## config.mk

```make
export PLATFORM = sky130hd
export DESIGN_NAME = axis_timer_seq_flat
export DESIGN_NICKNAME = d
export VERILOG_FILES = /design/src/rtl/axis_timer_seq_pkg.sv /design/src/rtl/axis_timer_seq_if.sv /design/src/rtl/axis_timer_seq_mux.sv /design/src/rtl/axis_timer_seq.sv /design/src/flat_wrapper.sv
export SDC_FILE = /design/constraint.sdc
export NUM_CORES = 1
export LEC_CHECK = 0
export ABC_AREA = 1
export CELL_PAD_IN_SITES_DETAIL_PLACEMENT = 0
export CELL_PAD_IN_SITES_GLOBAL_PLACEMENT = 2
export CORE_ASPECT_RATIO = 1.5
export CORE_MARGIN = 10
export CORE_UTILIZATION = 27
export DETAILED_ROUTE_END_ITERATION = 16
export DONT_BUFFER_PORTS = 1
export GPL_TIMING_DRIVEN = 0
export HOLD_SLACK_MARGIN = 0.06
export PLACE_DENSITY_LB_ADDON = 0.1
export SLEW_MARGIN = 10
export SYNTH_ARGS = -nofsm -noshare
export SYNTH_HDL_FRONTEND = slang
export SYNTH_SLANG_ARGS = --single-unit
```

## constraint.sdc

```tcl
create_clock -name aclk -period 1.98 [get_ports aclk]
set_input_delay 0.396 -clock aclk [delete_from_list [all_inputs] [get_ports aclk]]
set_output_delay 0.396 -clock aclk [all_outputs]
set_load 0.03 [all_outputs]
```

## src/rtl/axis_timer_seq_pkg.sv

```systemverilog
// axis_timer_seq_pkg: shared types and constants for the countdown-timer sequencer.
package axis_timer_seq_pkg;

  typedef enum logic [1:0] {
    IDLE = 2'd0,
    LOAD = 2'd1,
    RUN  = 2'd2
  } state_t;

  localparam int LOOP_WIDTH = 16;

endpackage

```

## src/rtl/axis_timer_seq_if.sv

```systemverilog
// axis_timer_seq_if: control/status link between the sequencer and the AXI-Stream timer.
// The sequencer side is the master (it drives the cfg/run flags); the timer is the slave.
interface axis_timer_seq_if #(
  parameter int CNTR_WIDTH = 64
);

  logic                  tmr_cfg_flag;
  logic [CNTR_WIDTH-1:0] tmr_cfg_data;
  logic                  tmr_run_flag;
  logic                  tmr_trg_flag;

  modport master (
    output tmr_cfg_flag,
    output tmr_cfg_data,
    output tmr_run_flag,
    input  tmr_trg_flag
  );

  modport slave (
    input  tmr_cfg_flag,
    input  tmr_cfg_data,
    input  tmr_run_flag,
    output tmr_trg_flag
  );

endinterface

```

## src/rtl/axis_timer_seq_mux.sv

```systemverilog
// axis_timer_seq_mux: combinational STEPS:1 selector picking one interval out of the
// packed interval table. The parent registers the result onto the timer cfg_data.
module axis_timer_seq_mux
  import axis_timer_seq_pkg::*;
#(
  parameter int CNTR_WIDTH = 64,
  parameter int STEPS      = 4,
  parameter int IDX_WIDTH  = 2
) (
  input  logic [STEPS*CNTR_WIDTH-1:0] cfg_intervals,
  input  logic [IDX_WIDTH-1:0]        idx,
  output logic [CNTR_WIDTH-1:0]       interval
);

  // Pick the table entry whose index matches; unused index codes give zero.
  always_comb begin
    interval = '0;
    for (int i = 0; i < STEPS; i++) begin
      if (idx == IDX_WIDTH'(i)) begin
        interval = cfg_intervals[i*CNTR_WIDTH +: CNTR_WIDTH];
      end
    end
  end

endmodule

```

## src/rtl/axis_timer_seq.sv

```systemverilog
// axis_timer_seq: plays a table of up to STEPS countdown intervals back to back on the
// AXI-Stream timer. Each step loads the timer, runs it until trg_flag drops, then
// pulses step_strobe; done pulses after the last step of the sequence.
// Optional feature macro TIMER_SEQ_LOOP_EN: adds cfg_loops and repeats the whole
// table cfg_loops times (0 = until abort) without passing through IDLE.
module axis_timer_seq
  import axis_timer_seq_pkg::*;
#(
  parameter int CNTR_WIDTH = 64,
  parameter int STEPS      = 4,
  parameter int IDX_WIDTH  = 2
) (
  input  logic                        aclk,
  input  logic                        aresetn,
  input  logic                        start,
  input  logic                        abort,
  input  logic [IDX_WIDTH:0]          cfg_steps,
  input  logic [STEPS*CNTR_WIDTH-1:0] cfg_intervals,
`ifdef TIMER_SEQ_LOOP_EN
  input  logic [LOOP_WIDTH-1:0]       cfg_loops,
`endif
  axis_timer_seq_if.master            tmr,
  output logic [IDX_WIDTH-1:0]        step_idx,
  output logic                        step_strobe,
  output logic                        busy,
  output logic                        done
);

  localparam logic [IDX_WIDTH:0] STEPS_MAX = (IDX_WIDTH+1)'(STEPS);

  state_t                  state, state_next;
  logic [IDX_WIDTH-1:0]    idx, idx_next;
  logic [IDX_WIDTH:0]      steps_reg, steps_next;
  logic                    strobe_next, done_next;
  logic [CNTR_WIDTH-1:0]   interval_next, cfg_data;
  logic                    cfg_ok, last_step, more_passes;
`ifdef TIMER_SEQ_LOOP_EN
  logic [LOOP_WIDTH-1:0]   loops_reg, loops_next, pass_cnt, pass_next;
`endif

  assign cfg_ok    = (cfg_steps != '0) && (cfg_steps <= STEPS_MAX);
  assign last_step = ({1'b0, idx} == (steps_reg - (IDX_WIDTH+1)'(1)));

`ifdef TIMER_SEQ_LOOP_EN
  assign more_passes = (loops_reg == '0) || (pass_cnt != (loops_reg - LOOP_WIDTH'(1)));
`else
  assign more_passes = 1'b0;
`endif

  // Interval for the step about to be loaded, selected from the live table.
  axis_timer_seq_mux #(
    .CNTR_WIDTH (CNTR_WIDTH),
    .STEPS      (STEPS),
    .IDX_WIDTH  (IDX_WIDTH)
  ) u_mux (
    .cfg_intervals (cfg_intervals),
    .idx           (idx_next),
    .interval      (interval_next)
  );

  // State register.
  always_ff @(posedge aclk or negedge aresetn) begin
    if (!aresetn) begin
      state <= IDLE;
    end else begin
      state <= state_next;
    end
  end

  // Next-state logic plus next values of the step index, latched config and pulses.
  always_comb begin
    state_next  = state;
    idx_next    = idx;
    steps_next  = steps_reg;
    strobe_next = 1'b0;
    done_next   = 1'b0;
`ifdef TIMER_SEQ_LOOP_EN
    loops_next  = loops_reg;
    pass_next   = pass_cnt;
`endif
    case (state)
      IDLE: begin
        if (start && cfg_ok) begin
          state_next = LOAD;
          idx_next   = '0;
          steps_next = cfg_steps;
`ifdef TIMER_SEQ_LOOP_EN
          loops_next = cfg_loops;
          pass_next  = '0;
`endif
        end
      end
      LOAD: begin
        state_next = RUN;
      end
      RUN: begin
        if (!tmr.tmr_trg_flag) begin
          strobe_next = 1'b1;
          if (!last_step) begin
            idx_next   = idx + IDX_WIDTH'(1);
            state_next = LOAD;
          end else begin
            idx_next = '0;
            if (more_passes) begin
`ifdef TIMER_SEQ_LOOP_EN
              pass_next = pass_cnt + LOOP_WIDTH'(1);
`endif
              state_next = LOAD;
            end else begin
              done_next  = 1'b1;
              state_next = IDLE;
            end
          end
        end
      end
      default: begin
        state_next = IDLE;
        idx_next   = '0;
      end
    endcase
    if (abort) begin
      state_next  = IDLE;
      idx_next    = '0;
      strobe_next = 1'b0;
      done_next   = 1'b0;
    end
  end

  // Registered datapath: index, latched config, pulses and the timer load value.
  always_ff @(posedge aclk or negedge aresetn) begin
    if (!aresetn) begin
      idx         <= '0;
      steps_reg   <= '0;
      step_strobe <= 1'b0;
      done        <= 1'b0;
      cfg_data    <= '0;
`ifdef TIMER_SEQ_LOOP_EN
      loops_reg   <= '0;
      pass_cnt    <= '0;
`endif
    end else begin
      idx         <= idx_next;
      steps_reg   <= steps_next;
      step_strobe <= strobe_next;
      done        <= done_next;
      cfg_data    <= (state_next == LOAD) ? interval_next : '0;
`ifdef TIMER_SEQ_LOOP_EN
      loops_reg   <= loops_next;
      pass_cnt    <= pass_next;
`endif
    end
  end

  assign busy             = (state != IDLE);
  assign step_idx         = idx;
  assign tmr.tmr_cfg_flag = (state == LOAD);
  assign tmr.tmr_run_flag = (state == RUN);
  assign tmr.tmr_cfg_data = cfg_data;

endmodule

```

## src/flat_wrapper.sv

```systemverilog
// flat-port wrapper written by rule: the top's interface ports become plain ports
module axis_timer_seq_flat import axis_timer_seq_pkg::*;
#(
  parameter int CNTR_WIDTH = 64,
  parameter int STEPS      = 4,
  parameter int IDX_WIDTH  = 2
)
  (aclk, aresetn, start, abort, cfg_steps, cfg_intervals, step_idx, step_strobe, busy, done, tmr_tmr_cfg_flag, tmr_tmr_cfg_data, tmr_tmr_run_flag, tmr_tmr_trg_flag);
  axis_timer_seq_if #(.CNTR_WIDTH(CNTR_WIDTH)) tmr_i ();
  input  logic aclk;
  input  logic aresetn;
  input  logic start;
  input  logic abort;
  input  logic [IDX_WIDTH:0] cfg_steps;
  input  logic [STEPS*CNTR_WIDTH-1:0] cfg_intervals;
  output logic [IDX_WIDTH-1:0] step_idx;
  output logic step_strobe;
  output logic busy;
  output logic done;
  output wire logic [$bits(tmr_i.tmr_cfg_flag)-1:0] tmr_tmr_cfg_flag;
  output wire logic [$bits(tmr_i.tmr_cfg_data)-1:0] tmr_tmr_cfg_data;
  output wire logic [$bits(tmr_i.tmr_run_flag)-1:0] tmr_tmr_run_flag;
  input wire logic [$bits(tmr_i.tmr_trg_flag)-1:0] tmr_tmr_trg_flag;
  assign tmr_tmr_cfg_flag = tmr_i.tmr_cfg_flag;
  assign tmr_tmr_cfg_data = tmr_i.tmr_cfg_data;
  assign tmr_tmr_run_flag = tmr_i.tmr_run_flag;
  assign tmr_i.tmr_trg_flag = tmr_tmr_trg_flag;
  axis_timer_seq #(.CNTR_WIDTH(CNTR_WIDTH), .STEPS(STEPS), .IDX_WIDTH(IDX_WIDTH)) u_core (.aclk(aclk), .aresetn(aresetn), .start(start), .abort(abort), .cfg_steps(cfg_steps), .cfg_intervals(cfg_intervals), .tmr(tmr_i), .step_idx(step_idx), .step_strobe(step_strobe), .busy(busy), .done(done));
endmodule
```

; Yosys cells after proc, flatten, opt, wreduce, memory -nomap -nowiden
; Cells that the tools add are included.
[word_totals]
elab_cells = 45
memories = 0
ramBits = 0
reg_bits = 73
latchBits = 0
romBits = 0
[classes]
n_div = 0
multipliers = 0
n_reduce_logical = 7
n_shift = 0
bitwise = 0
add_sub_neg = 2
order_cmp = 1
mux = 22
eq_ne = 7
[op_table]
columns = op, n
row1 = $mux 64, 5
row2 = $mux 2, 7
row3 = $pmux 2 s3, 2
row4 = $mux 1, 8
row5 = $eq 2x1->1 const B, 3
row6 = $eq 2x2->1 const B, 3
row7 = $logic_not 2->1, 2
row8 = $eq 2x3->1, 1
row9 = $le 3x3->1 const B, 1
row10 = $reduce_bool 3->1, 1
row11 = $sub 3x1->3 const B, 1
row12 = $add 2x1->2 const B, 1
row13 = $logic_and 1x1->1, 2
row14 = $reduce_and 2->1, 1
row15 = $reduce_bool 2->1, 1

; Logic depth before layout (Yosys ltp)
; Gate-level depths: netlist of run 1.
[depth]
ltp_word = 12
mapped_depth = 15
mapped_depth_nobuf = 14

; Hierarchy
; A second synthesis of run 1 with hierarchy kept.
[hier_totals]
hier_cells = 636
hier_area_um2 = 5042.3
[modules_own_cells]
columns = mod, area_each_um2, seq_area_each_um2, n_inst, cells_each
row1 = axis_timer_seq, 3065.4, 1826.8, 1, 267
row2 = axis_timer_seq_mux, 1976.9, 0.0, 1, 369

; Least setup slack after synthesis of run 1
; No wires, ideal clock.
[synth_timing]
kind = flip-flop to flip-flop
start = register u_core.steps_reg[0]
end = register u_core.cfg_data[1] (netlist: u_core.tmr.tmr_cfg_data[1])
required_ns = 1.855
arrival_time_ns = 1.847
path_slack_ns = 0.007
path_stages_with_launch = 15
n_path_buf = 2
path_cell_list = dfrtp_1 -> inv_1 -> ha_1 -> inv_1 -> nand2_1 -> nand2_1 -> nand4_1 -> nand2_1 -> nand2_2 -> nand2_2 -> buf_2 -> buf_2 -> nand2_1 -> a21oi_1 -> nor3_1
[synth_between]
elab_chain_len = 12
[synth_lines]
columns = item, line_no
row1 = start: declaration, axis_timer_seq.sv:33  ; logic [IDX_WIDTH:0] steps_reg, steps_next;
row2 = start signal: assignment, axis_timer_seq.sv:143  ; steps_reg <= steps_next;
row3 = $sub 3x1->3 (*), axis_timer_seq.sv:42  ; assign last_step = ({1'b0, idx} == (steps_reg - (IDX_WIDTH+1)'(1)));
row4 = $eq 2x3->1 (*), axis_timer_seq.sv:42
row5 = $mux 2, axis_timer_seq.sv:99  ; if (!last_step) begin
row6 = $mux 2, axis_timer_seq.sv:97  ; if (!tmr.tmr_trg_flag) begin
row7 = $pmux 2 s3, axis_timer_seq.sv:81  ; case (state)
row8 = $mux 2, axis_timer_seq.sv:121  ; if (abort) begin
row9 = $logic_not 2->1, axis_timer_seq_mux.sv:19  ; if (idx == IDX_WIDTH'(i)) begin
row10 = $mux 64 (4 in series), axis_timer_seq_mux.sv:19
row11 = $mux 64 (*), axis_timer_seq.sv:146  ; cfg_data <= (state_next == LOAD) ? interval_next : '0;
row12 = end signal: assignment, axis_timer_seq.sv:146
row13 = end: declaration, axis_timer_seq.sv:35  ; logic [CNTR_WIDTH-1:0] interval_next, cfg_data;
; Every way passes the cells marked *; elsewhere a longest branch is shown, timed or not.
; A chain may end at the register's enable or synchronous reset.

; Final worst setup path of run 1
[layout_timing]
start = register u_core.state[1]
end = register u_core.cfg_data[35] (netlist: u_core.tmr.tmr_cfg_data[35])
[layout_between]
elab_chain_len = 9
[layout_lines]
columns = item, line_no
row1 = start: declaration, axis_timer_seq.sv:31  ; state_t state, state_next;
row2 = start signal: assignment, axis_timer_seq.sv:66  ; state <= state_next;
row3 = $eq 2x2->1 (*), n/a
row4 = via tmr_tmr_run_flag, flat_wrapper.sv:22  ; output wire logic [$bits(tmr_i.tmr_run_flag)-1:0] tmr_tmr_run_flag;
row5 = $pmux 2 s3, axis_timer_seq.sv:81
row6 = $mux 2, axis_timer_seq.sv:121
row7 = $logic_not 2->1, axis_timer_seq_mux.sv:19
row8 = $mux 64 (4 in series), axis_timer_seq_mux.sv:19
row9 = $mux 64 (*), axis_timer_seq.sv:146
; Mark *: on every way through the listed nets, which the timed path passes. The rest lies on a longest branch.

==> flow_metrics.tcl, run 1 <==
set metrics [dict create \
    final_common_cell "nand2_1" \
    first_pass_iters 6 \
    syn_avg_cell_area_um2 6.53 \
    placed_cell_area_mm2 0.00487 \
    setup_ws_ps -152 \
    r2r-end "u_core.tmr.tmr_cfg_data[35]$_DFF_PN0_" \
    dieArea_mm2 0.0228 \
    yosysUniqueCellTypes 25 \
    vias 4894 \
    final_util_pct 37.6 \
    r2r_slack_ps -150 \
    combPwrFrac_pct 14.5 \
    die_h_um 180 \
    drcViolationCount 0 \
    worst-path-buf-inv 4 \
    cts_buffer_depth 2 \
    syn-num-nets 971 \
    drive_gt1_share_pct 30.2 \
    numCtsBuffers 9 \
    syn_area_mm2 0.00461 \
    rr_worst_depth 13 \
    cts_tree "yes" \
    clock-sinks 73 \
    crit_family "simple AND/OR/NAND/NOR gates" \
    synth_seq_area_share_pct 39.6 \
    grt_pass1_wl_mm 33.7 \
    place_congestion 0.828 \
    power.internal_mw 2.78 \
    yosysWarnings 0 \
    fp-row-count 58 \
    hpwl_mm 18.7 \
    fin_skew_ps 9.80 \
    die_w_um 127 \
    worst_pin_slew_ps 699 \
    ant_nets 0 \
    crit_slowest_cell "dfrtp_1" \
    critPathMaxFanout 5 \
    drt_wl_total_mm 23.7 \
    clkPwrFrac_pct 42.5 \
    p_leak_nw 3.21 \
    antenna_found_initial 1 \
    violations "negative hold slack, negative setup slack" \
    vdd_ir_drop_max_mv 0.395 \
    via_per_inst 5.10 \
    root_buffer "clkbuf_16" \
    hold_violations 73 \
    largest_reg_flops 64 \
    grtUsageTotal_pct 19.5 \
    syn_inst 706 \
    power_frac_seq_pct 43.0 \
    io_pins 335 \
    critPathLaunchType "flip-flop" \
    fin_crit_sh_pct 108 \
    rsz0062_at_grt "yes" \
    switching_share_pct 30.3 \
    grt_pass1_vias 5248 \
    clock_latency_ps 350 \
    min_period_ps 2130 \
    path_clk_slew_ps 70 \
    post_drt_wl_per_cell_um 24.7 \
    cp_slowest_stage_delay_ps 380 \
    hold_path_class "in -> async" \
    crit_path_cell_trace "inv_2 -> nor2_4 -> inv_2 -> nor2_2 -> nand2_2 -> nand2_2 -> nand3_4 -> nor2_4 -> buf_12 -> clkbuf_16 -> nand2_1 -> and2_4 -> a21oi_2" \
    reg2reg_from "u_core.state[1]$_DFF_PN0_" \
    relSlewSlack_pct 53.2 \
    finalSetupViolCount 63 \
    critPathKind "reg -> reg" \
    start_util_pct 27.5 \
    grt_max_degree 74 \
    ctsHtreeMaxLevel 3 \
    nets 1009 \
    fmax_mhz 469 \
    status "finished with violations" \
    num-fill-cells 1803 \
    port_buffers 0 \
    setup_tns_ps -5710 \
    drt_iter0_markers 179 \
    crit_required_ps 2260 \
    grt-ovfl-total 0 \
    ys_ff_latch 73 \
    critPathArrivalTime_ps 2410 \
    power_per_cell_area_mw_per_mm2 633 \
    end_kind "flip-flop" \
    core_area_mm2 0.0168 \
    hold_ws_ps -259 \
    p_switching_mw 1.21 \
    max-cap-violations 0 \
    slew_violations 0 \
    stdcell_area_mm2 0.00630 \
    final_cell_mix "197 x nand2_1, 91 x inv_1, 71 x dfrtp_1" \
    syn_to_final_growth_pct 36.7 \
]
routing by layer:
layer	GRT usage (%)	routed length (um)	up-vias
met5	0	0	-
met4	6.94	616	0
met3	7.69	2180	33
met2	36.6	13100	252
met1	18.3	7850	2320
li1	-	-	2289
area by class of cell:
class / count / area (um2) / area share [%]
Antenna cell: 1 / 2.50 / 0.0397
Multi-Input combinational cell: 489 / 2700 / 42.8
Timing Repair Buffer: 28 / 330 / 5.24
Buffer: 42 / 493 / 7.83
Sequential cell: 73 / 1830 / 29.0
Clock buffer: 9 / 225 / 3.57
Clock inverter: 7 / 71.3 / 1.13
Inverter: 101 / 390 / 6.20
Tap cell: 210 / 263 / 4.17
synthesized netlist by cell type:
cell / n / area (um2)
nand2_2: 2 / 12.5
nand3_1: 17 / 85.1
nor2_4: 3 / 33.8
o21ai_0: 59 / 295
o21ai_1: 7 / 35.0
buf_4: 4 / 30.0
nand4_1: 3 / 18.8
inv_2: 6 / 22.5
a21oi_1: 77 / 385
ha_1: 1 / 12.5
nor3_1: 52 / 260
buf_2: 25 / 125
clkbuf_1: 11 / 41.3
clkinv_1: 1 / 3.75
nand2_1: 245 / 920
dfrtp_1: 73 / 1830
nand3_4: 1 / 17.5
o21a_1: 1 / 7.51
buf_1: 3 / 11.3
nor2_2: 1 / 6.26
xnor2_1: 1 / 8.76
and2_0: 6 / 37.5
nor2_1: 9 / 33.8
and2_1: 4 / 25.0
inv_1: 94 / 353
stage by stage:
stage               hold slack [ps]  std cells  setup WS, ps  power, mW
floorplan                       100        706          7.19       2.04
global placement                103        916          -634       2.15
detailed placement              104        916          -643       2.16
CTS                            -265        950          -191       3.92
global route                   -269        960          -276       4.14
finish                         -259        960          -152       3.98
repair_timing:
item | CTS | global route
pin swaps | 25 | 20
endpoints found under the hold margin | 73 | 73
gates cloned | 1 | 2
setup endpoints to repair | 67 | 67
setup buffers | 17 | 8
gates resized for setup | 183 | 101
how the worst max path moves through the flow:
stage,startpoint,endpoint,slack [ps],depth (start not counted)
floorplan,u_core.steps_reg[0]$_DFFE_PN0P_,u_core.tmr.tmr_cfg_data[1]$_DFF_PN0_,7,14
global placement,u_core.steps_reg[0]$_DFFE_PN0P_,u_core.tmr.tmr_cfg_data[27]$_DFF_PN0_,-630,14
detailed placement,u_core.steps_reg[0]$_DFFE_PN0P_,u_core.tmr.tmr_cfg_data[27]$_DFF_PN0_,-640,14
CTS,u_core.steps_reg[0]$_DFFE_PN0P_,u_core.tmr.tmr_cfg_data[59]$_DFF_PN0_,-190,15
global route,u_core.state[1]$_DFF_PN0_,u_core.tmr.tmr_cfg_data[35]$_DFF_PN0_,-280,13
finish,u_core.state[1]$_DFF_PN0_,u_core.tmr.tmr_cfg_data[35]$_DFF_PN0_,-150,13
cells by family (layout without fill, tap and decap cells):
group	count (synthesis)	count (layout)	synth area share [%]
xor+xnor	1	1	0.190
flops	73	73	39.6
compound gates	144	144	15.7
other cells	0	1	0
fa+ha+maj	1	1	0.271
simple gates	343	343	31.5
buf+inv	144	187	12.7
power by group through the flow:
stage / logic (mW) / registers [mW] / clock network (mW)
global route: 0.651 / 1.72 / 1.77
floorplan: 0.321 / 1.72 / 0
detailed placement: 0.415 / 1.74 / 0
CTS: 0.489 / 1.72 / 1.72
finish: 0.579 / 1.71 / 1.69
global placement: 0.409 / 1.75 / 0
Power figures use the tool's default switching activity.
==> run 2: changes to the inputs <==
--- a/config.mk
+++ b/config.mk
@@ -10,7 +10,7 @@
 export CELL_PAD_IN_SITES_GLOBAL_PLACEMENT = 2
 export CORE_ASPECT_RATIO = 1.5
 export CORE_MARGIN = 10
-export CORE_UTILIZATION = 27
+export CORE_UTILIZATION = 30
 export DETAILED_ROUTE_END_ITERATION = 16
 export DONT_BUFFER_PORTS = 1
 export GPL_TIMING_DRIVEN = 0
==> constraint.sdc (replaced) <==
create_clock -name aclk -period 2.52 [get_ports aclk]
set_input_delay 0.504 -clock aclk [delete_from_list [all_inputs] [get_ports aclk]]
set_output_delay 0.504 -clock aclk [all_outputs]
set_load 0.03 [all_outputs]
==> flow_metrics.tcl, run 2 (synthesis gave the netlist of run 1 again) <==
set metrics [dict create \
    die_h_um 172 \
    numCtsBuffers 9 \
    worst_pin_slew_ps 670 \
    core_area_mm2 0.0151 \
    end_kind "flip-flop" \
    hold_violations 0 \
    finalSetupViolCount 0 \
    drt_wl_total_mm 22.4 \
    p_leak_nw 2.81 \
    critPathMaxFanout 10 \
    power_per_cell_area_mw_per_mm2 584 \
    clock_latency_ps 340 \
    final_cell_mix "245 x nand2_1, 94 x inv_1, 76 x a21oi_1" \
    vdd_ir_drop_max_mv 0.250 \
    nets 989 \
    r2r_slack_ps 200 \
    rr_worst_depth 13 \
    cts_tree "yes" \
    dieArea_mm2 0.0208 \
    final_util_pct 35.5 \
    relSlewSlack_pct 55.2 \
    vias 4727 \
    clock-sinks 73 \
    ant_nets 0 \
    drcViolationCount 0 \
    r2r-end "u_core.tmr.tmr_cfg_data[14]$_DFF_PN0_" \
    placed_cell_area_mm2 0.00486 \
    largest_reg_flops 64 \
    grt_pass1_wl_mm 32.3 \
    critPathLaunchType "flip-flop" \
    rsz0062_at_grt "yes" \
    status "finished clean" \
    grt-ovfl-total 0 \
    grtUsageTotal_pct 20.6 \
    root_buffer "clkbuf_16" \
    place_congestion 0.864 \
    final_common_cell "nand2_1" \
    max-cap-violations 0 \
    drt_iter0_markers 263 \
    critPathKind "reg -> reg" \
    syn_to_final_growth_pct 16.1 \
    critPathArrivalTime_ps 2570 \
    io_pins 335 \
    hpwl_mm 18.4 \
    port_buffers 0 \
    cts_buffer_depth 2 \
    antenna_found_initial 1 \
    via_per_inst 5.09 \
    die_w_um 121 \
    grt_pass1_vias 5180 \
    fin_skew_ps 8.06 \
    first_pass_iters 4 \
    crit_required_ps 2770 \
    fp-row-count 55 \
    path_clk_slew_ps 60 \
    reg2reg_from "u_core.steps_reg[0]$_DFFE_PN0P_" \
    hold_path_class "in -> async" \
    stdcell_area_mm2 0.00535 \
    start_util_pct 30.6 \
    fmax_mhz 432 \
    drive_gt1_share_pct 10.8 \
    post_drt_wl_per_cell_um 24.1 \
    slew_violations 0 \
    fin_crit_sh_pct 91.9 \
    min_period_ps 2320 \
    ctsHtreeMaxLevel 3 \
    grt_max_degree 74 \
]
[run 2: changes by cell type in the layout (fill, tap and decap cells not counted), moves of 10 or more]
cell     change
a21oi_2     -24
o21ai_2     -15
nand2_2     -36
nor3_2      -13
nor3_1      +14
nand2_4     -11
nand2_1     +48
buf_12      -10
o21ai_0     +21
buf_6       -11
a21oi_1     +24
[run 2: critical path, stage by stage (launching register included)]
cell        delay, ps
dfrtp_1           370
inv_1              70
ha_1              290
inv_1              40
nand2_1            40
nand2_1            80
nand3_1            90
nand2_1            70
nand2_1            70
nand2_1           120
clkinvlp_4        220
buf_1             380
nand2_1           150
nor3_1            220
[run 2: worst max path at each step]
stage | from | end | cells after the start
after floorplan | u_core.steps_reg[0]$_DFFE_PN0P_ | u_core.tmr.tmr_cfg_data[1]$_DFF_PN0_ | 14
after global placement | u_core.steps_reg[0]$_DFFE_PN0P_ | u_core.tmr.tmr_cfg_data[26]$_DFF_PN0_ | 14
after detailed placement | u_core.steps_reg[0]$_DFFE_PN0P_ | u_core.tmr.tmr_cfg_data[17]$_DFF_PN0_ | 14
after CTS | u_core.steps_reg[0]$_DFFE_PN0P_ | u_core.tmr.tmr_cfg_data[21]$_DFF_PN0_ | 14
after global routing | u_core.steps_reg[0]$_DFFE_PN0P_ | u_core.tmr.tmr_cfg_data[19]$_DFF_PN0_ | 14
final | u_core.steps_reg[0]$_DFFE_PN0P_ | u_core.tmr.tmr_cfg_data[14]$_DFF_PN0_ | 13
[run 2: metrics by stage]
step | power [mW] | worst slack, ps | hold slack [ps] | setup TNS [ps] | std cells
4_1_cts | 3.16 | 13.6 | 65.8 | 0 | 922
6_report | 3.12 | 203 | 43.1 | 0 | 929
3_5_place_dp | 1.69 | -90.3 | 211 | -475 | 905
3_3_place_gp | 1.69 | -61.7 | 211 | -232 | 905
2_1_floorplan | 1.60 | 547 | 208 | 0 | 706
5_1_grt | 3.27 | -30.3 | 71.6 | -244 | 929
[run 2: cell type report]
cell class	count	area (um2)
Antenna cell	1	2.50
Buffer	43	269
Clock buffer	9	225
Clock inverter	7	95.1
Fill cell	1694	9720
Inverter	101	383
Multi-Input combinational cell	489	2210
Sequential cell	73	1830
Tap cell	199	249
Timing Repair Buffer	7	85.1
[run 2: repair_timing]
item,4_1_cts,5_1_grt
endpoints found under the setup margin,22,64
pin swaps,0,2
gates resized for setup,4,51
hold buffers,1,0
hold endpoints to repair,73,0
setup buffers,0,6
[run 2: power breakdown]
part           switching [mW]  internal, mW  leakage (nW)  total (mW)
Clock                   0.547         0.868         0.155        1.41
Combinational           0.232         0.131          1.66       0.364
Sequential              0.122          1.22         0.999        1.35
Total                   0.902          2.22          2.81        3.12
[run 2: per-layer routing]
metal / GRT usage, % / share of wire [%] / wire (um)
met5: 0 / 0 / 0
met4: 7.33 / 2.3 / 517
met3: 8.37 / 10 / 2350
met2: 37.7 / 54 / 12000
met1: 20.4 / 34 / 7530
